--- config.mk ---
export PLATFORM = sky130hd
export DESIGN_NAME = jk_bank_driver
export DESIGN_NICKNAME = d
export VERILOG_FILES = /design/src/rtl/jk_pkg.sv /design/src/rtl/jk_bank_driver_excite.sv /design/src/rtl/jk_bank_driver.sv
export SDC_FILE = /design/constraint.sdc
export NUM_CORES = 1
export LEC_CHECK = 0
export ABC_AREA = 1
export CORE_AREA = 2 2 67 69
export CTS_CLUSTER_DIAMETER = 30
export DETAILED_ROUTE_END_ITERATION = 10
export DIE_AREA = 0 0 69 71
export PLACE_DENSITY_LB_ADDON = 0.15
export SLEW_MARGIN = 25
export SYNTH_ARGS = -nofsm -noshare
export SYNTH_HDL_FRONTEND = slang
export SYNTH_SLANG_ARGS = --single-unit
export TNS_END_PERCENT = 5
--- constraint.sdc ---
create_clock -name clk -period 1.2 [get_ports clk]
set_input_delay 0.18 -clock clk [delete_from_list [all_inputs] [get_ports clk]]
set_output_delay 0.18 -clock clk [all_outputs]
set_load 0.005 [all_outputs]
--- src/rtl/jk_pkg.sv ---
// jk_pkg: shared types and constants for the JK flop-bank driver.
// Holds the FSM state encoding, J/K excitation codes and a per-bit helper.
package jk_pkg;

  typedef enum logic [1:0] {
    ST_IDLE   = 2'd0,
    ST_DRIVE  = 2'd1,
    ST_SETTLE = 2'd2,
    ST_CHECK  = 2'd3
  } state_e;

  localparam logic [1:0] JK_HOLD   = 2'b00;
  localparam logic [1:0] JK_RESET  = 2'b01;
  localparam logic [1:0] JK_SET    = 2'b10;
  localparam logic [1:0] JK_TOGGLE = 2'b11;

  localparam int CNT_W = 4;

  // {j,k} needed to move one flop from cur to tgt.
  function automatic logic [1:0] jk_code(
    input logic cur,
    input logic tgt,
    input logic mode
  );
    logic [1:0] c;
    if (cur == tgt)
      c = JK_HOLD;
    else if (mode)
      c = JK_TOGGLE;
    else if (tgt)
      c = JK_SET;
    else
      c = JK_RESET;
    return c;
  endfunction

endpackage

--- src/rtl/jk_bank_driver_excite.sv ---
// jk_excite: combinational J/K excitation for a WIDTH-wide flop bank.
// Ports: cur (present Q), tgt (wanted Q), mode (1 = toggle) -> j, k.
module jk_excite
  import jk_pkg::*;
#(
  parameter int WIDTH = 8
) (
  input  logic [WIDTH-1:0] cur,
  input  logic [WIDTH-1:0] tgt,
  input  logic             mode,
  output logic [WIDTH-1:0] j,
  output logic [WIDTH-1:0] k
);

  always_comb begin
    j = '0;
    k = '0;
    for (int i = 0; i < WIDTH; i++) begin
      {j[i], k[i]} = jk_code(cur[i], tgt[i], mode);
    end
  end

endmodule

--- src/rtl/jk_bank_driver.sv ---
// jk_bank_driver: moves an external negedge JK flop bank to a target word.
// Ports: clk, rst (sync, high); tgt_valid/tgt_ready/tgt_data handshake;
//   j, k drive the bank; q_fb reads it back; busy, done, err, err_mask report.
module jk_bank_driver
  import jk_pkg::*;
#(
  parameter int WIDTH       = 8,
  parameter int SETTLE      = 2,
  parameter int MODE_TOGGLE = 0
) (
  input  logic             clk,
  input  logic             rst,
  input  logic             tgt_valid,
  output logic             tgt_ready,
  input  logic [WIDTH-1:0] tgt_data,
  output logic [WIDTH-1:0] j,
  output logic [WIDTH-1:0] k,
  input  logic [WIDTH-1:0] q_fb,
  output logic             busy,
  output logic             done,
  output logic             err,
  output logic [WIDTH-1:0] err_mask
);

  localparam logic [CNT_W-1:0] CNT_INIT = CNT_W'(SETTLE - 1);
  localparam logic             MODE     = (MODE_TOGGLE != 0);

  state_e           state_q, state_d;
  logic [CNT_W-1:0] cnt_q, cnt_d;
  logic [WIDTH-1:0] tgt_q, tgt_d;
  logic [WIDTH-1:0] j_q, j_d;
  logic [WIDTH-1:0] k_q, k_d;
  logic [WIDTH-1:0] err_mask_q, err_mask_d;
  logic             done_q, done_d;
  logic             err_q, err_d;
  logic             busy_q, busy_d;
  logic             ready_q, ready_d;

  logic [WIDTH-1:0] exc_j, exc_k;
  logic [WIDTH-1:0] diff;

  // Excitation is formed from the live bank state at the accepting edge.
  jk_excite #(
    .WIDTH (WIDTH)
  ) u_excite (
    .cur  (q_fb),
    .tgt  (tgt_data),
    .mode (MODE),
    .j    (exc_j),
    .k    (exc_k)
  );

  assign diff = q_fb ^ tgt_q;

  always_comb begin
    state_d    = state_q;
    cnt_d      = cnt_q;
    tgt_d      = tgt_q;
    j_d        = '0;
    k_d        = '0;
    err_mask_d = err_mask_q;
    done_d     = 1'b0;
    err_d      = 1'b0;
    unique case (state_q)
      ST_IDLE: begin
        if (tgt_valid && ready_q) begin
          tgt_d   = tgt_data;
          j_d     = exc_j;
          k_d     = exc_k;
          state_d = ST_DRIVE;
        end
      end
      ST_DRIVE: begin
        cnt_d   = CNT_INIT;
        state_d = ST_SETTLE;
      end
      ST_SETTLE: begin
        if (cnt_q == '0)
          state_d = ST_CHECK;
        else
          cnt_d = cnt_q - 1'b1;
      end
      ST_CHECK: begin
        err_mask_d = diff;
        err_d      = |diff;
        done_d     = 1'b1;
        state_d    = ST_IDLE;
      end
      default: state_d = ST_IDLE;
    endcase
    ready_d = (state_d == ST_IDLE);
    busy_d  = (state_d != ST_IDLE);
  end

  always_ff @(posedge clk) begin
    if (rst) begin
      state_q    <= ST_IDLE;
      cnt_q      <= '0;
      tgt_q      <= '0;
      j_q        <= '0;
      k_q        <= '0;
      err_mask_q <= '0;
      done_q     <= 1'b0;
      err_q      <= 1'b0;
      busy_q     <= 1'b0;
      ready_q    <= 1'b1;
    end else begin
      state_q    <= state_d;
      cnt_q      <= cnt_d;
      tgt_q      <= tgt_d;
      j_q        <= j_d;
      k_q        <= k_d;
      err_mask_q <= err_mask_d;
      done_q     <= done_d;
      err_q      <= err_d;
      busy_q     <= busy_d;
      ready_q    <= ready_d;
    end
  end

  assign tgt_ready = ready_q;
  assign j         = j_q;
  assign k         = k_q;
  assign busy      = busy_q;
  assign done      = done_q;
  assign err       = err_q;
  assign err_mask  = err_mask_q;

endmodule

==> PnR_summary.wiki <==
{| class="wikitable"
! Metric !! Value
|-
| Total via count after detailed routing || 1,468
|-
| Routability Congestion || 0.8392
|-
| Clk slew on worst S/H paths || 0.07 ns
|-
| Post-route antenna net violation count || 0
|-
| Setup repair after global routing missed its margin || yes
|-
| Die width || 69 um
|-
| Initial core utilization || 39.91%
|-
| Simple-gate share of the synthesized area || 22.22%
|-
| Cell area after technology mapping || 1678 um^2
|-
| Number of violations reported at the end of detailed-routing iteration 0 || 79
|-
| Type of the worst setup path || reg -> reg
|-
| Net Sw Frac || 32.72%
|-
| Combinational group share of total power || 34.4%
|-
| Buffer type at the clock tree root || sky130_fd_sc_hd__clkbuf_8
|-
| Pin count of the biggest net entering global routing || 27
|-
| Number of filler instances in the final layout || 424
|-
| Routed vias/inst || 4.545
|-
| Relative slew margins || 80.78%
|-
| Antenna violations before repair || 0
|-
| I/O Buffers || 46
|-
| Die Outline Area || approximately 4900 um^2
|-
| Count of synthesis-stage warnings from yosys || 0
|-
| Number of distinct library cells after synthesis || 22
|-
| Endpoints failing setup || 0
|-
| Count of standard-cell rows || 24
|-
| Adder-Cell Fraction of Synth Area || 4.474%
|-
| TritonCTS Sinks || 42
|-
| Total Nets Final || 295
|-
| Number of buffers between clock root and the deepest sink || 2
|-
| Part of the cycle the worst path needs || approximately 100%
|-
| Internal power || ~2.8 mW
|-
| Post-synthesis compound-gate area fraction || 11.19%
|-
| Portion of netlist area occupied by mux cells || 0%
|-
| Combinational family with the most area after synthesis || simple AND/OR/NAND/NOR gates
|-
| Reg-to-reg startpoint || state_q[0]
|-
| Clk network pwr share || 22.0%
|-
| Cell type contributing the most total cell area after synthesis || sky130_fd_sc_hd__dfxtp_1
|-
| Gr usage total || 15.46%
|-
| Post-DP HPWL || 2682 um
|-
| Transition time at the pin with the least slew margin || slightly below 0.3 ns
|-
| Main area contributors after synthesis || sky130_fd_sc_hd__dfxtp_1, sky130_fd_sc_hd__nand2_1, sky130_fd_sc_hd__inv_1
|-
| Area share of the leading cell type in the synthesized netlist || 50.11%
|-
| DRC violation count after routing || 0
|-
| Hold Fails Final Rpt || 0
|-
| Worst Hold Class || reg -> reg
|-
| Number of max-cap violations || 0
|-
| Total wire length after detailed routing || 3539 um
|-
| # hold bufs at CTS || 0
|-
| Residual overflow from global routing || 0
|-
| Critical path arrival || 1.40 ns
|-
| Max-slew violation count || 0
|-
| Area of combinational cells with multiple inputs || 683.2 um^2
|-
| Worst hold stages || 2
|-
| Switching power of the nets || 1.339 mW
|-
| Count of state elements after synthesis || 42
|-
| Syn Inst Count || 212
|-
| Worst reg2reg path depth || 6
|-
| Footprint of the flip-flops and latches || approximately 850 um^2
|-
| Crit-path max cell delay || 0.36 ns
|-
| CTS tree || done
|-
| Mean Syn Cell Area || 7.914 um^2
|-
| Commonest cells post-synth || sky130_fd_sc_hd__nand2_1, sky130_fd_sc_hd__dfxtp_1, sky130_fd_sc_hd__inv_1
|-
| Status || finished, final reports clean
|-
| Max Fanout on Critical Path || 17
|-
| Layout overhead on the synthesized area || 41.91%
|-
| Xor/xnor share of the synthesized area || under 10%
|-
| Setup crit end kind || flip-flop
|-
| Antenna cell count || 0
|-
| Number of flops mapped to enable cells by yosys || 0
|-
| Fraction of the core area covered by cells at the end of the flow || 56.64%
|-
| Sequence of cells on the critical path || inv_2 -> ha_1 -> nand3_2 -> buf_6 -> o21ai_0 -> a21oi_1
|-
| Global-route wire length before repair || roughly 6000 um
|-
| Area of all placed cells without fillers || approximately 2400 um^2
|-
| Post-Place Cell Area || 2265 um^2
|-
| Most instantiated library cell after synthesis || sky130_fd_sc_hd__nand2_1
|-
| Fraction of final layout cells sized beyond drive strength 1 || 16.61%
|-
| Worst r2r dst || tgt_q[3]
|-
| Achievable frequency || 841.5 MHz
|-
| Sequential area share after synthesis || 50.11%
|-
| P_leak || 1.202 nW
|-
| Routed WL per cell || around 11 um
|-
| Clock network latency to the later pin of the worst-skew pair || 0.28 ns
|-
| # IOs || 47
|-
| Reg-to-reg slack, setup || between 0.01 and 0.015 ns
|-
| Inserted Clock Buffers || 5
|-
| Fraction of registers with async set/reset || 0%
|-
| Deepest level of the CTS H-tree || 2
|-
| Hold path startpoint || tgt_q[6]
|-
| Worst IR drop on VDD || between 1 and 1.5 mV
|-
| Core region area || 4204 um^2
|-
| Vias in the first global route || 1,332
|-
| Endpoint of the worst hold path || tgt_q[6]
|-
| Period minus WS final || 1.188 ns
|-
| Sequential share of power || 43.7%
|-
| Data required time at the worst endpoint || 1.41 ns
|-
| Slowest-stage cell, CP || sky130_fd_sc_hd__dfxtp_2
|-
| Clk_skew || between 0.002 and 0.003 ns
|-
| Startpoint types || flip-flop
|-
| Leading register cell type out of synthesis || sky130_fd_sc_hd__dfxtp_1
|-
| Number of detailed-routing iterations run before antenna repair || 4
|-
| Die Span Y || just over 70 um
|-
| Power density over cell area || approximately 1700 nW/um^2
|-
| Post-Syn Nets || 237
|}
power groups by stage:
stage               Clock, mW  Combinational (mW)  Sequential (mW)
finish                  0.899                1.41             1.79
global route            0.995                1.60             1.82
CTS                     0.930                1.39             1.78
detailed placement          0                1.39             1.81
global placement            0                1.37             1.80
floorplan                   0               0.845             1.80
metrics by stage:
stage / power (mW) / cells / TNS, ns / hold slack (ns) / worst slack [ns]
after floorplan: 2.646 / 212 / 0 / 0.2573 / 0.02300
after global placement: 3.171 / 314 / -2.335 / 0.4502 / -0.1017
after detailed placement: 3.206 / 314 / -2.832 / 0.4519 / -0.1268
after CTS: 4.098 / 323 / -0.08940 / 0.4633 / -0.08940
after global routing: 4.412 / 323 / -0.6746 / 0.4943 / -0.07792
final: 4.092 / 323 / 0 / 0.4615 / 0.01170
final cells by class:
cell class,count,share of cell area (%)
Clock buffer,7,3.626
Inverter,38,5.991
Timing Repair Buffer,59,22.96
Tap cell,52,2.733
Sequential cell,42,35.79
Multi-Input combinational cell,124,28.69
Clock inverter,1,0.2102
critical path: cells and delay by family, from the launching register on:
family                   cells  cell delay [ns]
flip-flops                   1             0.36
buffers and inverters        2             0.23
AO/OA/AOI/OAI                2             0.21
adder cells (fa/ha/maj)      1             0.20
AND/OR/NAND/NOR              1             0.10
cells by family after synthesis:
logic type	Yosys count
compound gates	32
buf+inv	46
xor+xnor	2
simple gates	84
flops	42
fa+ha+maj	6
routing by layer:
| layer | track usage [%] | wire length, um | up-vias |
|---|---|---|---|
| met3 | 5.413 | 190 | 2 |
| met2 | 25.53 | 1776 | 35 |
| li1 | - | - | 780 |
| met1 | 19.43 | 1557 | 651 |
| met4 | 3.922 | 15 | 0 |
| met5 | 0 | 0 | - |
sequential cells by signal, summed over array words and instances (netlist names):
signal and cells:
err_mask 8, tgt_q 8, tgt_ready 1, k 8, state_q 2, j 8
busy 1, done 1, cnt_q 4, err 1
how the worst max path moves through the flow:
stage	start	depth (start not counted)	end	slack, ns
2_1_floorplan	state_q[0]	5	tgt_q[4]	0.02
5_1_grt	state_q[1]	6	tgt_q[4]	-0.08
3_5_place_dp	rst	3	k[3]	-0.13
4_1_cts	err_mask[5]	1	err_mask[5]	-0.09
3_3_place_gp	tgt_valid	5	tgt_q[1]	-0.10
6_report	state_q[0]	6	tgt_q[3]	0.01
placed cells by master (no fill, tap or decap), types with 6 or more instances in the layout:
master / n
sky130_fd_sc_hd__nor2_1: 14
sky130_fd_sc_hd__dfxtp_2: 9
sky130_fd_sc_hd__o211ai_1: 8
sky130_fd_sc_hd__dlygate4sd2_1: 27
sky130_fd_sc_hd__nand3_1: 15
sky130_fd_sc_hd__nand2_1: 42
sky130_fd_sc_hd__clkbuf_8: 6
sky130_fd_sc_hd__o21ai_0: 9
sky130_fd_sc_hd__dfxtp_1: 33
sky130_fd_sc_hd__inv_1: 35
sky130_fd_sc_hd__buf_4: 10
sky130_fd_sc_hd__a21oi_1: 12
sky130_fd_sc_hd__clkdlybuf4s50_1: 18
repair_timing:
action / 4_1_cts / 5_1_grt
buffers inserted: 1 / 0
pin swaps: 0 / 1
resized for setup: 39 / 9
endpoints found under the setup margin: 49 / 22
Note: power is estimated with default switching activity, not from simulation.
